[config.mk]
export PLATFORM = sky130hd
export DESIGN_NAME = example_word_aligner
export DESIGN_NICKNAME = d
export VERILOG_FILES = /design/src/rtl/example_word_aligner_pkg.sv /design/src/rtl/example_comma_finder.sv /design/src/rtl/example_word_aligner.sv
export SDC_FILE = /design/constraint.sdc
export NUM_CORES = 1
export LEC_CHECK = 0
export ABC_CLOCK_PERIOD_IN_PS = 5550
export BUFFER_PORTS_ARGS = -buffer_cell sky130_fd_sc_hd__clkbuf_2
export CAP_MARGIN = 10
export CORE_ASPECT_RATIO = 1.2
export CORE_MARGIN = 2
export CORE_UTILIZATION = 50
export DETAILED_ROUTE_END_ITERATION = 8
export PLACE_DENSITY = 0.69
export SLEW_MARGIN = 20
export SYNTH_ARGS = -nofsm -noshare
export SYNTH_HDL_FRONTEND = slang
export SYNTH_SLANG_ARGS = --single-unit
[constraint.sdc]
create_clock -name slowClk -period 5.55 [get_ports slowClk]
set_clock_uncertainty 0.15 [all_clocks]
set_input_delay 0.555 -clock slowClk [delete_from_list [all_inputs] [get_ports slowClk]]
set_output_delay 0.555 -clock slowClk [all_outputs]
set_load 0.05 [all_outputs]
[src/rtl/example_word_aligner_pkg.sv]
// Shared definitions for the word aligner: FSM encodings, K28.5 encodings, window helpers.
// The comma constants are also used by the TX-side comma inserter.
package example_word_aligner_pkg;

  typedef enum logic [1:0] {
    HUNT   = 2'd0,
    CHECK  = 2'd1,
    LOCKED = 2'd2
  } state_t;

  localparam logic [9:0] COMMA_NEG = 10'b0011111010;
  localparam logic [9:0] COMMA_POS = 10'b1100000101;

  localparam int LOCK_COUNT_DEF   = 4;
  localparam int UNLOCK_COUNT_DEF = 3;
  localparam int MAX_GAP_DEF      = 64;

  // Candidate k starts k bits after the first (oldest) bit of the 20-bit window.
  function automatic logic [9:0] cand_at(input logic [19:0] win, input logic [3:0] k);
    logic [19:0] s;
    s = win >> (5'd10 - {1'b0, k});
    return s[9:0];
  endfunction

  function automatic logic is_comma(input logic [9:0] w);
    return (w == COMMA_NEG) || (w == COMMA_POS);
  endfunction

endpackage

[src/rtl/example_comma_finder.sv]
// Combinational K28.5 search over the ten bit offsets of a 20-bit window.
// Zero latency; reports the smallest matching offset when several match.
module example_comma_finder
  import example_word_aligner_pkg::*;
(
  input  logic [19:0] i_win,
  output logic        o_hit,
  output logic [3:0]  o_k
);

  logic [9:0] w_match;

  genvar g;
  generate
    for (g = 0; g < 10; g++) begin : g_cmp
      assign w_match[g] = is_comma(i_win[19-g -: 10]);
    end
  endgenerate

  always_comb begin
    o_hit = |w_match;
    o_k   = 4'd0;
    for (int i = 9; i >= 0; i--) begin
      if (w_match[i]) o_k = 4'(i);
    end
  end

endmodule

[src/rtl/example_word_aligner.sv]
// K28.5 word aligner: finds the comma bit offset, locks it with hysteresis, emits aligned words.
// One-cycle registered datapath; no backpressure, one raw word accepted every slowClk.
module example_word_aligner
  import example_word_aligner_pkg::*;
#(
  parameter int LOCK_COUNT   = LOCK_COUNT_DEF,
  parameter int UNLOCK_COUNT = UNLOCK_COUNT_DEF,
  parameter int MAX_GAP      = MAX_GAP_DEF
) (
  input  logic       slowClk,
  input  logic       resetN,
  input  logic [9:0] data_rx,
  input  logic       relock,
  output logic [9:0] dataOut,
  output logic       commaOut,
  output logic       dataValid,
  output logic       locked,
  output logic [3:0] offset,
  output logic       lockLoss
);

  localparam int CNT_W = $clog2(LOCK_COUNT + 1);
  localparam int ERR_W = $clog2(UNLOCK_COUNT + 1);
  localparam int GAP_W = $clog2(MAX_GAP + 1);

  state_t             r_state, w_state_nxt;
  logic [9:0]         r_prev;
  logic [3:0]         r_offset, w_offset_nxt;
  logic [CNT_W-1:0]   r_cnt, w_cnt_nxt, w_cnt_inc;
  logic [ERR_W-1:0]   r_err, w_err_nxt, w_err_inc;
  logic [GAP_W-1:0]   r_gap, w_gap_nxt, w_gap_inc;
  logic               w_gap_exp;
  logic [19:0]        w_win;
  logic               w_hit, w_at_off;
  logic [3:0]         w_k;
  logic [9:0]         w_cand;
  logic               r_locked, r_lock_loss, r_comma;
  logic [9:0]         r_data;

  assign w_win = {r_prev, data_rx};

  example_comma_finder u_finder (
    .i_win (w_win),
    .o_hit (w_hit),
    .o_k   (w_k)
  );

  assign w_at_off  = w_hit && (w_k == r_offset);
  assign w_cnt_inc = r_cnt + CNT_W'(1);
  assign w_err_inc = r_err + ERR_W'(1);
  assign w_gap_inc = (r_gap == GAP_W'(MAX_GAP)) ? r_gap : r_gap + GAP_W'(1);
  assign w_gap_exp = (w_gap_inc == GAP_W'(MAX_GAP));

  // Output word uses the offset held before this edge, not the one being found now.
  assign w_cand = cand_at(w_win, r_offset);

  always_comb begin
    w_state_nxt  = r_state;
    w_offset_nxt = r_offset;
    w_cnt_nxt    = r_cnt;
    w_err_nxt    = r_err;
    w_gap_nxt    = r_gap;
    case (r_state)
      HUNT: begin
        if (w_hit) begin
          w_offset_nxt = w_k;
          w_cnt_nxt    = CNT_W'(1);
          w_gap_nxt    = '0;
          w_state_nxt  = (LOCK_COUNT == 1) ? LOCKED : CHECK;
        end
      end
      CHECK: begin
        if (w_at_off) begin
          w_cnt_nxt = w_cnt_inc;
          w_gap_nxt = '0;
          if (w_cnt_inc == CNT_W'(LOCK_COUNT)) w_state_nxt = LOCKED;
        end else if (w_hit) begin
          w_offset_nxt = w_k;
          w_cnt_nxt    = CNT_W'(1);
          w_gap_nxt    = '0;
        end else begin
          w_gap_nxt = w_gap_inc;
          if (w_gap_exp) w_state_nxt = HUNT;
        end
      end
      LOCKED: begin
        if (w_at_off) begin
          w_err_nxt = '0;
          w_gap_nxt = '0;
        end else begin
          // A wrong-offset comma still counts as a gap cycle for the held offset.
          w_gap_nxt = w_gap_inc;
          if (w_hit) w_err_nxt = w_err_inc;
          if ((w_hit && (w_err_inc == ERR_W'(UNLOCK_COUNT))) || w_gap_exp) w_state_nxt = HUNT;
        end
      end
      default: w_state_nxt = HUNT;
    endcase

    if (relock) begin
      w_state_nxt  = HUNT;
      w_offset_nxt = r_offset;
    end

    if (w_state_nxt == HUNT) begin
      w_cnt_nxt = '0;
      w_err_nxt = '0;
      w_gap_nxt = '0;
    end
  end

  always_ff @(posedge slowClk or negedge resetN) begin
    if (!resetN) begin
      r_state  <= HUNT;
      r_prev   <= '0;
      r_offset <= '0;
      r_cnt    <= '0;
      r_err    <= '0;
      r_gap    <= '0;
    end else begin
      r_state  <= w_state_nxt;
      r_prev   <= data_rx;
      r_offset <= w_offset_nxt;
      r_cnt    <= w_cnt_nxt;
      r_err    <= w_err_nxt;
      r_gap    <= w_gap_nxt;
    end
  end

  always_ff @(posedge slowClk or negedge resetN) begin
    if (!resetN) begin
      r_data      <= '0;
      r_comma     <= 1'b0;
      r_locked    <= 1'b0;
      r_lock_loss <= 1'b0;
    end else begin
      r_data      <= w_cand;
      r_comma     <= is_comma(w_cand);
      r_locked    <= (w_state_nxt == LOCKED);
      r_lock_loss <= (r_state == LOCKED) && (w_state_nxt == HUNT);
    end
  end

  assign dataOut   = r_data;
  assign commaOut  = r_comma;
  assign locked    = r_locked;
  assign dataValid = r_locked;
  assign offset    = r_offset;
  assign lockLoss  = r_lock_loss;

endmodule
==> reports/metrics.cfg, run 1 <==
[cells_and_area]
drive_gt1_frac = 0.1886
n_antenna_cell = 0
fin_cells = 490
nNetsFinal = 425
fillers = 638
finish.utilization = 0.5486
areaGrowthSynthToFinish_pct = 8.095

[grt]
grt_pass1_wl_um = 14140
grt-ovfl-total = 0
grt_pass1_vias = 3008
grt_usage = 0.2366
grt_max_degree = 42
antenna_found_initial = 0

[route]
vias_per_cell = 6.265
avgRoutedWirePerCell_um = 16.90
wl_um = 8280
drt_iter0_drc = 151
first_pass_iters = 4
post-route-drc-count = 0
num_vias = 3070
ant_nets = 0

[sta]
tns_ns = 0
hold_viol = 0
rsz0062_at_grt = false
setup_viol = 0
max_freq_mhz = 252.2
period_minus_slack_ns = 3.965
period_share = 0.7145
final_max_slew_viol_count = 0
slew_headroom = 0.3694
whs_ns = 0.2278
worst_slew_pin_slew_ns = 0.9459

[placed_design]
numPortBuffers = 30
dp_hpwl_um = 6181
place.gp.congestion = 0.8927
dp_cells = 482

[clock_network]
cts_buffer_depth = 2
htree_levels = 2
cts_root_buf = clkbuf_8
clk_latency_ns = 0.31
cts_hold_buf = 0
cts_buffers = 5
postCtsSetupBuffers = 0
cts.sinks = 41
cts_tree = built
cts.repair.resized = 0
clk_pin_slew_ns = 0.09

[power]
power_w = 0.0009976
power_density_nw_per_um2 = 270.2
vdd_ir_drop_max_mv = 0.1784
cellLeakagePower_nw = 1.487

[status]
status = finished clean

[worst_setup_path]
cp_num_buf_inv = 0
crit_path_top_delay_cell = nor4_1
cpPeakStageDelay_ns = 0.70
crit_path_max_fanout = 18
critical_path.endpoint_type = flip-flop
crit_type = flip-flop to flip-flop
worstPathRequired_ns = 5.61
cp-start-kind = flip-flop
crit_chain = and4bb_2 -> nor4b_1 -> or2_2 -> nor4_1 -> nand3_1 -> a221oi_1 -> o21a_1 -> a21oi_2 -> a311oi_1
cp.arrival_ns = 4.03
cp_top_family = simple AND/OR/NAND/NOR gates
rrSetupSlack_ns = 1.58

[die]
die_x_um = 79.45
core_um2 = 6730
ios = 31
dieArea_um2 = 7511
initial_core_util = 0.5075
die_h_um = 94.54
num_rows = 33

[synthesis]
synth_top_area_frac = 0.3004
synth_cell_types = 74
async_flop_share = 1.000
synth_area_um2 = 3416
ys_seq_area_frac = 0.3004
syn_nets = 412
synthTopCellsByArea = dfrtp_1, mux2i_1, nor2_1
synthCells = 389
synth.largest_area_cell = dfrtp_1
yosys_warnings = 0
synth-seq-cells = 41
synth.avg_cell_area_um2 = 8.781
synth-edff-count = 0
synthFlopType = dfrtp_1

[hold_path]
hold_path_class = input pin to asynchronous set/reset pin

[run]
maxCapViolations = 0

[worst register-to-register path: stages (launching register included)]
cell	delay [ns]
dfrtp_1	0.58
and4bb_2	0.35
nor4b_1	0.17
or2_2	0.33
nor4_1	0.70
nand3_1	0.50
a221oi_1	0.46
o21a_1	0.25
a21oi_2	0.14
a311oi_1	0.24
[flip-flops by register name, summed over array words and instances, names as in the netlist]
name       flops
r_state        2
r_cnt          3
dataOut       10
r_err          2
dataValid      1
r_prev        10
r_gap          7
commaOut       1
offset         4
lockLoss       1
[power by group]
group | switching, W | internal [W] | total [W]
sequential | 0.0000264 | 0.000336 | 0.000363
combinational | 0.000271 | 0.000110 | 0.000382
clock | 0.000118 | 0.000135 | 0.000253
[per-stage QoR]
stage               worst slack [ns]  instance area, um2
floorplan                      2.065                3416
global placement               1.455                3577
detailed placement             1.386                3577
CTS                            1.601                3692
global route                   1.172                3692
finish                         1.585                3692
[cell usage in the layout (no fill, tap or decap), types with 3 or more instances in the layout]
cell type / instances
or4bb_1: 3
nand2_1: 30
ha_1: 10
nor4_1: 7
a211oi_1: 8
o211ai_1: 3
o21a_1: 3
nand4b_1: 3
nand2b_1: 5
inv_1: 21
nor4b_1: 8
dfrtp_1: 41
and3_1: 5
mux2_2: 11
nand3b_1: 4
clkbuf_8: 5
a41oi_1: 4
clkbuf_2: 29
nor2b_1: 6
buf_4: 3
mux2i_1: 15
nor2_1: 36
nand4_1: 19
nor3_1: 11
or4_1: 3
nand3_1: 8
mux4_2: 4
a311oi_1: 5
a21oi_1: 17
o21ai_0: 8
a31oi_1: 6
or2_2: 4
[cell type report]
cell class | count | area (um2) | share of cell area
Tap cell | 87 | 108.9 | 0.02948
Sequential cell | 41 | 1026 | 0.2779
Timing Repair Buffer | 33 | 172.7 | 0.04676
Clock buffer | 5 | 68.82 | 0.01864
Clock inverter | 3 | 46.29 | 0.01254
Inverter | 21 | 78.83 | 0.02135
Multi-Input combinational cell | 300 | 2191 | 0.5934
[worst paths after layout]
| kind | start | end | depth (start not counted) |
|---|---|---|---|
| setup reg to reg | r_prev[0] | r_gap[6] | 9 |
| max in group asynchronous | resetN | r_state[0] | 1 |
| min in group slowClk | data_rx[0] | r_prev[0] | 1 |
| hold / removal | resetN | dataOut[3] | 1 |
| hold reg to reg | r_err[1] | r_err[1] | 2 |
| setup / recovery | r_prev[0] | r_gap[6] | 9 |
[Yosys cell counts (all sizes together) (2+ instances only)]
cell / instances
a2111oi: 3
a211oi: 8
a21boi: 2
a21oi: 18
a311oi: 7
a31o: 2
a31oi: 6
a41oi: 4
and2: 2
and2b: 2
and3: 5
and4: 3
and4b: 2
buf: 10
clkbuf: 17
dfrtp: 41
ha: 10
inv: 21
mux2: 12
mux2i: 15
mux4: 4
nand2: 31
nand2b: 5
nand3: 8
nand3b: 4
nand4: 19
nand4b: 3
nor2: 36
nor2b: 6
nor3: 11
nor4: 7
nor4b: 8
nor4bb: 2
o211ai: 3
o21a: 3
o21ai: 8
o31a: 2
o31ai: 2
o41ai: 2
or2: 4
or3b: 2
or4: 4
or4bb: 3
xnor2: 2
xor2: 2
[logic make-up after synthesis]
| kind of cell | after synthesis | share of synthesized area |
|---|---|---|
| buffers and inverters | 48 | 0.05824 |
| adders and majority gates | 10 | 0.03663 |
| AOI/OAI and AO/OA | 83 | 0.1919 |
| and+or+nand+nor | 172 | 0.2916 |
| muxes | 31 | 0.1110 |
| DFF | 41 | 0.3004 |
| xor gates and xnor gates | 4 | 0.01026 |
[per-layer routing]
| metal | vias to the layer above | GRT usage | wire length, um |
|---|---|---|---|
| li1 | 1500 | - | - |
| met4 | 0 | 0.1236 | 348 |
| met1 | 1463 | 0.2696 | 3308 |
| met5 | - | 0 | 0 |
| met3 | 27 | 0.02964 | 268 |
| met2 | 80 | 0.4279 | 4354 |
Note: power is estimated with default switching activity, not from simulation.
==> inputs of run 2 (changes only) <==
Settings changed: ABC_AREA set to 1, ABC_CLOCK_PERIOD_IN_PS 5550 to 3800.
Clock period 5.55 ns to 3.8 ns, I/O delays scaled along.
==> reports/metrics.cfg, run 2 <==
[synthesis]
synth.avg_cell_area_um2 = 6.123  ; -30%
syn_nets = 627  ; +52%
synth-seq-cells = 41  ; unchanged
ys_seq_area_frac = 0.2774  ; -0.02296
synth_cell_types = 36  ; -51%
synth_commonest_cells = nand2_1, nor2_1, inv_1
synth.most_common_cell = nand2_1
yosys_warnings = 0  ; unchanged
synthFlopType = dfrtp_1
synth_area_um2 = 3699  ; +8.3%
synthCells = 604  ; +55%
synth_top_area_frac = 0.2774  ; -0.02296
synth-edff-count = 0  ; unchanged
async_flop_share = 1.000  ; unchanged
synth.largest_area_cell = dfrtp_1
synthTopCellsByArea = dfrtp_1, nand2_1, nor2_1

[die]
dieArea_um2 = 8104  ; +7.9%
initial_core_util = 0.5114  ; +0.003889
core_um2 = 7232  ; +7.5%
ios = 31  ; unchanged
num_rows = 34  ; +3.0%
die_x_um = 82.51  ; +3.9%
die_h_um = 98.22  ; +3.9%

[worst_setup_path]
rrSetupSlack_ns = 0.82  ; -0.76 ns
r2r_end = r_gap[0]
crit_type = flip-flop to flip-flop
critical_path.endpoint_type = flip-flop
cp-start-kind = flip-flop
reg2reg_depth = 19  ; +10
crit_path_max_fanout = 23  ; +5
worstReg2RegStart = r_prev[1]
worstPathRequired_ns = 3.83  ; -1.78 ns
cp.arrival_ns = 3.01  ; -1.02 ns

[power]
cellLeakagePower_nw = 2.013  ; +35%
seqPwrFrac = 0.316  ; -0.047
vdd_ir_drop_max_mv = 0.3986  ; +120%
p_sw_w = 0.0007956  ; +91%
internal-power_w = 0.0009107  ; +57%
pwr-share-clk = 0.223  ; -0.031
swShare = 0.4663  ; +0.04909
power_density_nw_per_um2 = 429.2  ; +59%
combPwrFrac = 0.461  ; +0.078
power_w = 0.001706  ; +71%

[route]
post-route-drc-count = 0  ; unchanged
vias_per_cell = 5.507  ; -12%
avgRoutedWirePerCell_um = 14.30  ; -15%
wl_um = 10180  ; +23%
ant_nets = 0  ; unchanged
drt_iter0_drc = 261  ; +73%
first_pass_iters = 6  ; +2
num_vias = 3921  ; +28%

[hold_path]
hold_path_class = input pin to asynchronous set/reset pin

[clock_network]
cts.repair.resized = 0  ; unchanged
postCtsSetupBuffers = 0  ; unchanged
clk_pin_slew_ns = 0.09  ; about the same
cts.sinks = 41  ; unchanged
cts_tree = built
htree_levels = 2  ; unchanged
cts_buffer_depth = 2  ; unchanged
cts_hold_buf = 0  ; unchanged
cts_buffers = 5  ; unchanged
cts_root_buf = clkbuf_8
clk_latency_ns = 0.31  ; about the same

[cells_and_area]
fillers = 767  ; +20%
nNetsFinal = 644  ; +52%
final_cell_mix = nand2_1, nor2_1, inv_1, nand3_1, o21ai_0
stdcell_area_um2 = 3975  ; +7.7%
n_antenna_cell = 0  ; unchanged
areaGrowthSynthToFinish_pct = 7.476
final_common_cell = nand2_1
drive_gt1_frac = 0.1125  ; -0.07605
finish.utilization = 0.5497  ; +0.001039

[sta]
period_minus_slack_ns = 2.978  ; -0.9876 ns
slew_headroom = 0.3590  ; -0.01041
max_freq_mhz = 335.8  ; +33%
tns_ns = 0  ; unchanged
worst_slew_pin_slew_ns = 0.9615  ; +0.01562 ns
rsz0062_at_grt = false
hold_viol = 0  ; unchanged
period_share = 0.7836  ; +0.06915
setup_viol = 0  ; unchanged
final_max_slew_viol_count = 0  ; unchanged

[status]
status = finished clean

[grt]
grt_max_degree = 42  ; unchanged
grt-ovfl-total = 0  ; unchanged
antenna_found_initial = 0  ; unchanged
grt_usage = 0.2698  ; +0.03321
grt_pass1_vias = 3739  ; +24%
grt_pass1_wl_um = 17240  ; +22%

[run]
maxCapViolations = 0  ; unchanged

[placed_design]
numPortBuffers = 30  ; unchanged
placed_cell_area_um2 = 3855  ; +7.8%
place.gp.congestion = 0.9476  ; +6.1%
dp_hpwl_um = 7843  ; +27%

## run 2: cell families after synthesis
kind of cell               synth area share
buffers and inverters                0.1211
and+or+nand+nor                      0.4103
AOI/OAI and AO/OA                    0.1316
muxes                               0.01624
adders and majority gates           0.03383
xor gates and xnor gates           0.009474
DFF                                  0.2774
## run 2: power by group through the flow
stage	logic [W]	registers [W]	clock network, W
after floorplan	0.000385	0.000760	0
after global placement	0.000775	0.000546	0
after detailed placement	0.000780	0.000548	0
after CTS	0.000782	0.000539	0.000387
after global routing	0.000861	0.000547	0.000409
final	0.000787	0.000539	0.000381
## run 2: metrics by stage
step,hold WS (ns),setup slack [ns],std cells
after floorplan,-0.06559,1.158,604
after global placement,0.3326,0.8484,704
after detailed placement,0.3397,0.8146,704
after CTS,0.06901,0.8219,712
after global routing,0.05365,0.4995,712
final,0.05659,0.8222,712
## run 2: area by class of cell
class	count	area [um2]	share of cell area
inverter	85	326.6	0.08215
tap	90	112.6	0.02833
clock inverter	2	37.54	0.009443
multi-input combinational	456	2225	0.5596
clock buffer	6	82.58	0.02077
timing repair buffer	32	165.2	0.04155
sequential	41	1026	0.2581
## run 2: critical path, stage by stage (launching register included)
cell	delay [ns]
dfrtp_1	0.60
inv_2	0.13
nand2_1	0.11
nor2_1	0.05
nand3b_1	0.08
nand2_1	0.11
nor2_4	0.17
nand2_4	0.09
nor2_4	0.08
nand2_2	0.20
inv_4	0.25
nand2_2	0.08
nand2_1	0.06
nand2_1	0.05
nand3_1	0.08
nand3_2	0.09
nand2_2	0.11
nand2_4	0.16
o211ai_1	0.13
nand2_1	0.07
## run 2: routing by layer
layer	global-route usage	wire, um	vias up
met5	0	0	-
met4	0.1223	307	0
met3	0.03142	415	21
met2	0.4851	5221	125
met1	0.3096	4235	1784
li1	-	-	1991
## run 2: worst max path at each step
stage / startpoint / end / cells past startpoint
after detailed placement: data_rx[9] / r_gap[1] / 20
after global routing: r_prev[0] / r_gap[6] / 19
after global placement: data_rx[9] / r_gap[6] / 20
after floorplan: offset[0] / commaOut / 12
final: r_prev[1] / r_gap[0] / 19
after CTS: r_prev[0] / r_gap[0] / 19
==> inputs of run 3 (changes only) <==
Settings changed: ABC_AREA 1 to 0, ABC_CLOCK_PERIOD_IN_PS 3800 to 3050.
Clock period 3.8 ns to 3.05 ns, I/O delays scaled along.
==> reports/metrics.cfg, run 3 (synthesis results as in run 1) <==
[grt]
grt-ovfl-total = 0  ; unchanged
use_met2 = 0.4524  ; -0.03273
grt_pass1_wl_um = 15590  ; -9.6%
grt_pass1_vias = 3256  ; -13%
use_met3 = 0.02868  ; -0.002743
grt_usage = 0.2599  ; -0.009862
grt_max_degree = 27  ; -36%
antenna_found_initial = 0  ; unchanged
grt.busiest_layer = met2
grt_use_met1 = 0.3339  ; +0.02431

[placed_design]
place.gp.congestion = 0.9275  ; -2.1%
place_ws_ns = -0.4987  ; -1.313 ns
numPortBuffers = 30  ; unchanged
dp_hpwl_um = 7232  ; -7.8%

[sta]
worst_slack_ns = -0.3968  ; -1.219 ns
setup_viol = 19  ; +19
hold_viol = 0  ; unchanged
period_minus_slack_ns = 3.447  ; +0.4689 ns
final_max_slew_viol_count = 0  ; unchanged
worst_slew_pin_slew_ns = 0.6962  ; -0.2654 ns
slew_headroom = 0.5359  ; +0.1769
rsz0062_at_grt = true
max_freq_mhz = 290.1  ; -14%
whs_ns = 0.03052  ; -0.02607 ns
tns_ns = -6.504  ; -6.504 ns
period_share = 1.130  ; +0.3464

[cells_and_area]
nNetsFinal = 515  ; -20%
finish.utilization = 0.6776  ; +0.1280
drive_gt1_frac = 0.3732  ; +0.2607
final_common_cell = buf_4
n_antenna_cell = 0  ; unchanged
area.sequential_um2 = 1028  ; +0.24%
fillers = 521  ; -32%
multiInputGateArea_um2 = 2336  ; +5.0%
final_cell_mix = buf_4, dfrtp_1, nor2_1, nand2_1, clkbuf_2
areaGrowthSynthToFinish_pct = 33.52

[route]
vias_per_cell = 6.062  ; +10%
wl_um = 10030  ; -1.5%
post-route-drc-count = 0  ; unchanged
drt_iter0_drc = 201  ; -23%
ant_nets = 0  ; unchanged
avgRoutedWirePerCell_um = 17.29  ; +21%
num_vias = 3516  ; -10%
first_pass_iters = 5  ; -1

[clock_network]
cts.sinks = 41  ; unchanged
cts_root_buf = clkbuf_8
cts_tree = built
clk_pin_slew_ns = 0.09  ; about the same
cts_buffers = 5  ; unchanged
htree_levels = 2  ; unchanged
cts_buffer_depth = 2  ; unchanged
clk_latency_ns = 0.31  ; about the same

[die]
ios = 31  ; unchanged
die_h_um = 94.54  ; -3.7%
dieArea_um2 = 7511  ; -7.3%
core_um2 = 6730  ; -6.9%
initial_core_util = 0.5075  ; -0.003889
num_rows = 33  ; -2.9%
die_x_um = 79.45  ; -3.7%

[power]
internal-power_w = 0.001152  ; +26%
combPwrFrac = 0.440  ; -0.021
power_density_nw_per_um2 = 428.9  ; about the same
pwr-share-clk = 0.233  ; +0.010
seqPwrFrac = 0.327  ; +0.011
p_sw_w = 0.0008042  ; +1.1%
swShare = 0.4111  ; -0.05513
cellLeakagePower_nw = 1.959  ; -2.7%
vdd_ir_drop_max_mv = 0.4454  ; +12%

[status]
violations = setup timing
status = finished, violations left

[worst_setup_path]
rrSetupSlack_ns = -0.40  ; -1.22 ns
crit_chain = buf_4 -> and4b_1 -> nand4_1 -> nand4_1 -> buf_4 -> or3_1 -> o31a_1 -> buf_4 -> a2111oi_4 -> mux2_4 -> a21oi_4 -> buf_12 -> a31oi_1
critical_path.endpoint_type = flip-flop
worstPathRequired_ns = 3.09  ; -0.74 ns
crit_type = flip-flop to flip-flop
cp-start-kind = flip-flop
reg2reg_depth = 13  ; -6
cpPeakStageDelay_ns = 0.42  ; -0.18 ns
crit_path_max_fanout = 12  ; -48%
worstReg2RegStart = r_prev[1]
r2r_end = r_gap[2]
crit_path_top_delay_cell = dfrtp_1
cpMostUsedCell = buf_4
cp.arrival_ns = 3.49  ; +0.48 ns

[hold_path]
holdPathStages = 1
hold_path.startpoint = data_rx[1]
hold_path_class = input pin to flip-flop
hold_path_end = r_prev[1]

[run]
maxCapViolations = 0  ; unchanged

## run 3: power by group through the flow
stage	clock (W)	sequential, W	combinational [W]
after global placement	0	0.000648	0.000806
after global routing	0.000479	0.000647	0.000918
after detailed placement	0	0.000652	0.000817
final	0.000455	0.000640	0.000861
after CTS	0.000467	0.000641	0.000832
after floorplan	0	0.000876	0.000338
## run 3: cell type report
class,count,area share
tap,87,0.02387
timing repair buffer,123,0.1959
clock buffer,5,0.01509
sequential,41,0.2255
multi-input combinational,300,0.5122
clock inverter,3,0.01015
inverter,21,0.01728
## run 3: worst max-delay path, delay by kind of cell (launching register included)
family                 cells  cell delay, ns
AOI/OAI and AO/OA          4            0.80
buffers and inverters      4            0.70
DFF                        1            0.42
muxes                      1            0.37
and+or+nand+nor            4            0.90
## run 3: routing by layer
metal  vias up  share of wire
met1      1682           0.44
met2       119           0.50
li1       1696              -
met3        19          0.039
met4         0          0.024
met5         -              0
## run 3: worst max-delay path by stage
stage / endpoint / depth (start not counted) / slack [ns] / from
3_3_place_gp: r_gap[4] / 10 / -0.36 / r_prev[3]
3_5_place_dp: r_gap[4] / 10 / -0.50 / r_prev[3]
2_1_floorplan: offset[1] / 9 / -0.11 / r_prev[2]
6_report: r_gap[2] / 13 / -0.40 / r_prev[1]
4_1_cts: offset[1] / 10 / -0.28 / r_prev[2]
5_1_grt: r_gap[2] / 13 / -0.47 / r_prev[1]
## run 3: per-stage QoR
stage | instances | power [W] | cell area (um2)
after floorplan | 389 | 0.001214 | 3466
after global placement | 559 | 0.001455 | 4210
after detailed placement | 559 | 0.001468 | 4210
after CTS | 571 | 0.001940 | 4417
after global routing | 580 | 0.002044 | 4561
final | 580 | 0.001956 | 4561
## run 3: timing repair
action / CTS / global route
hold buffers: 2 / 0
gates cloned: 0 / 0
resized for setup: 7 / 21
pin swaps: 1 / 9
endpoints found under the setup margin: 20 / 21
endpoints found under the hold margin: 26 / 0
setup buffers: 2 / 9
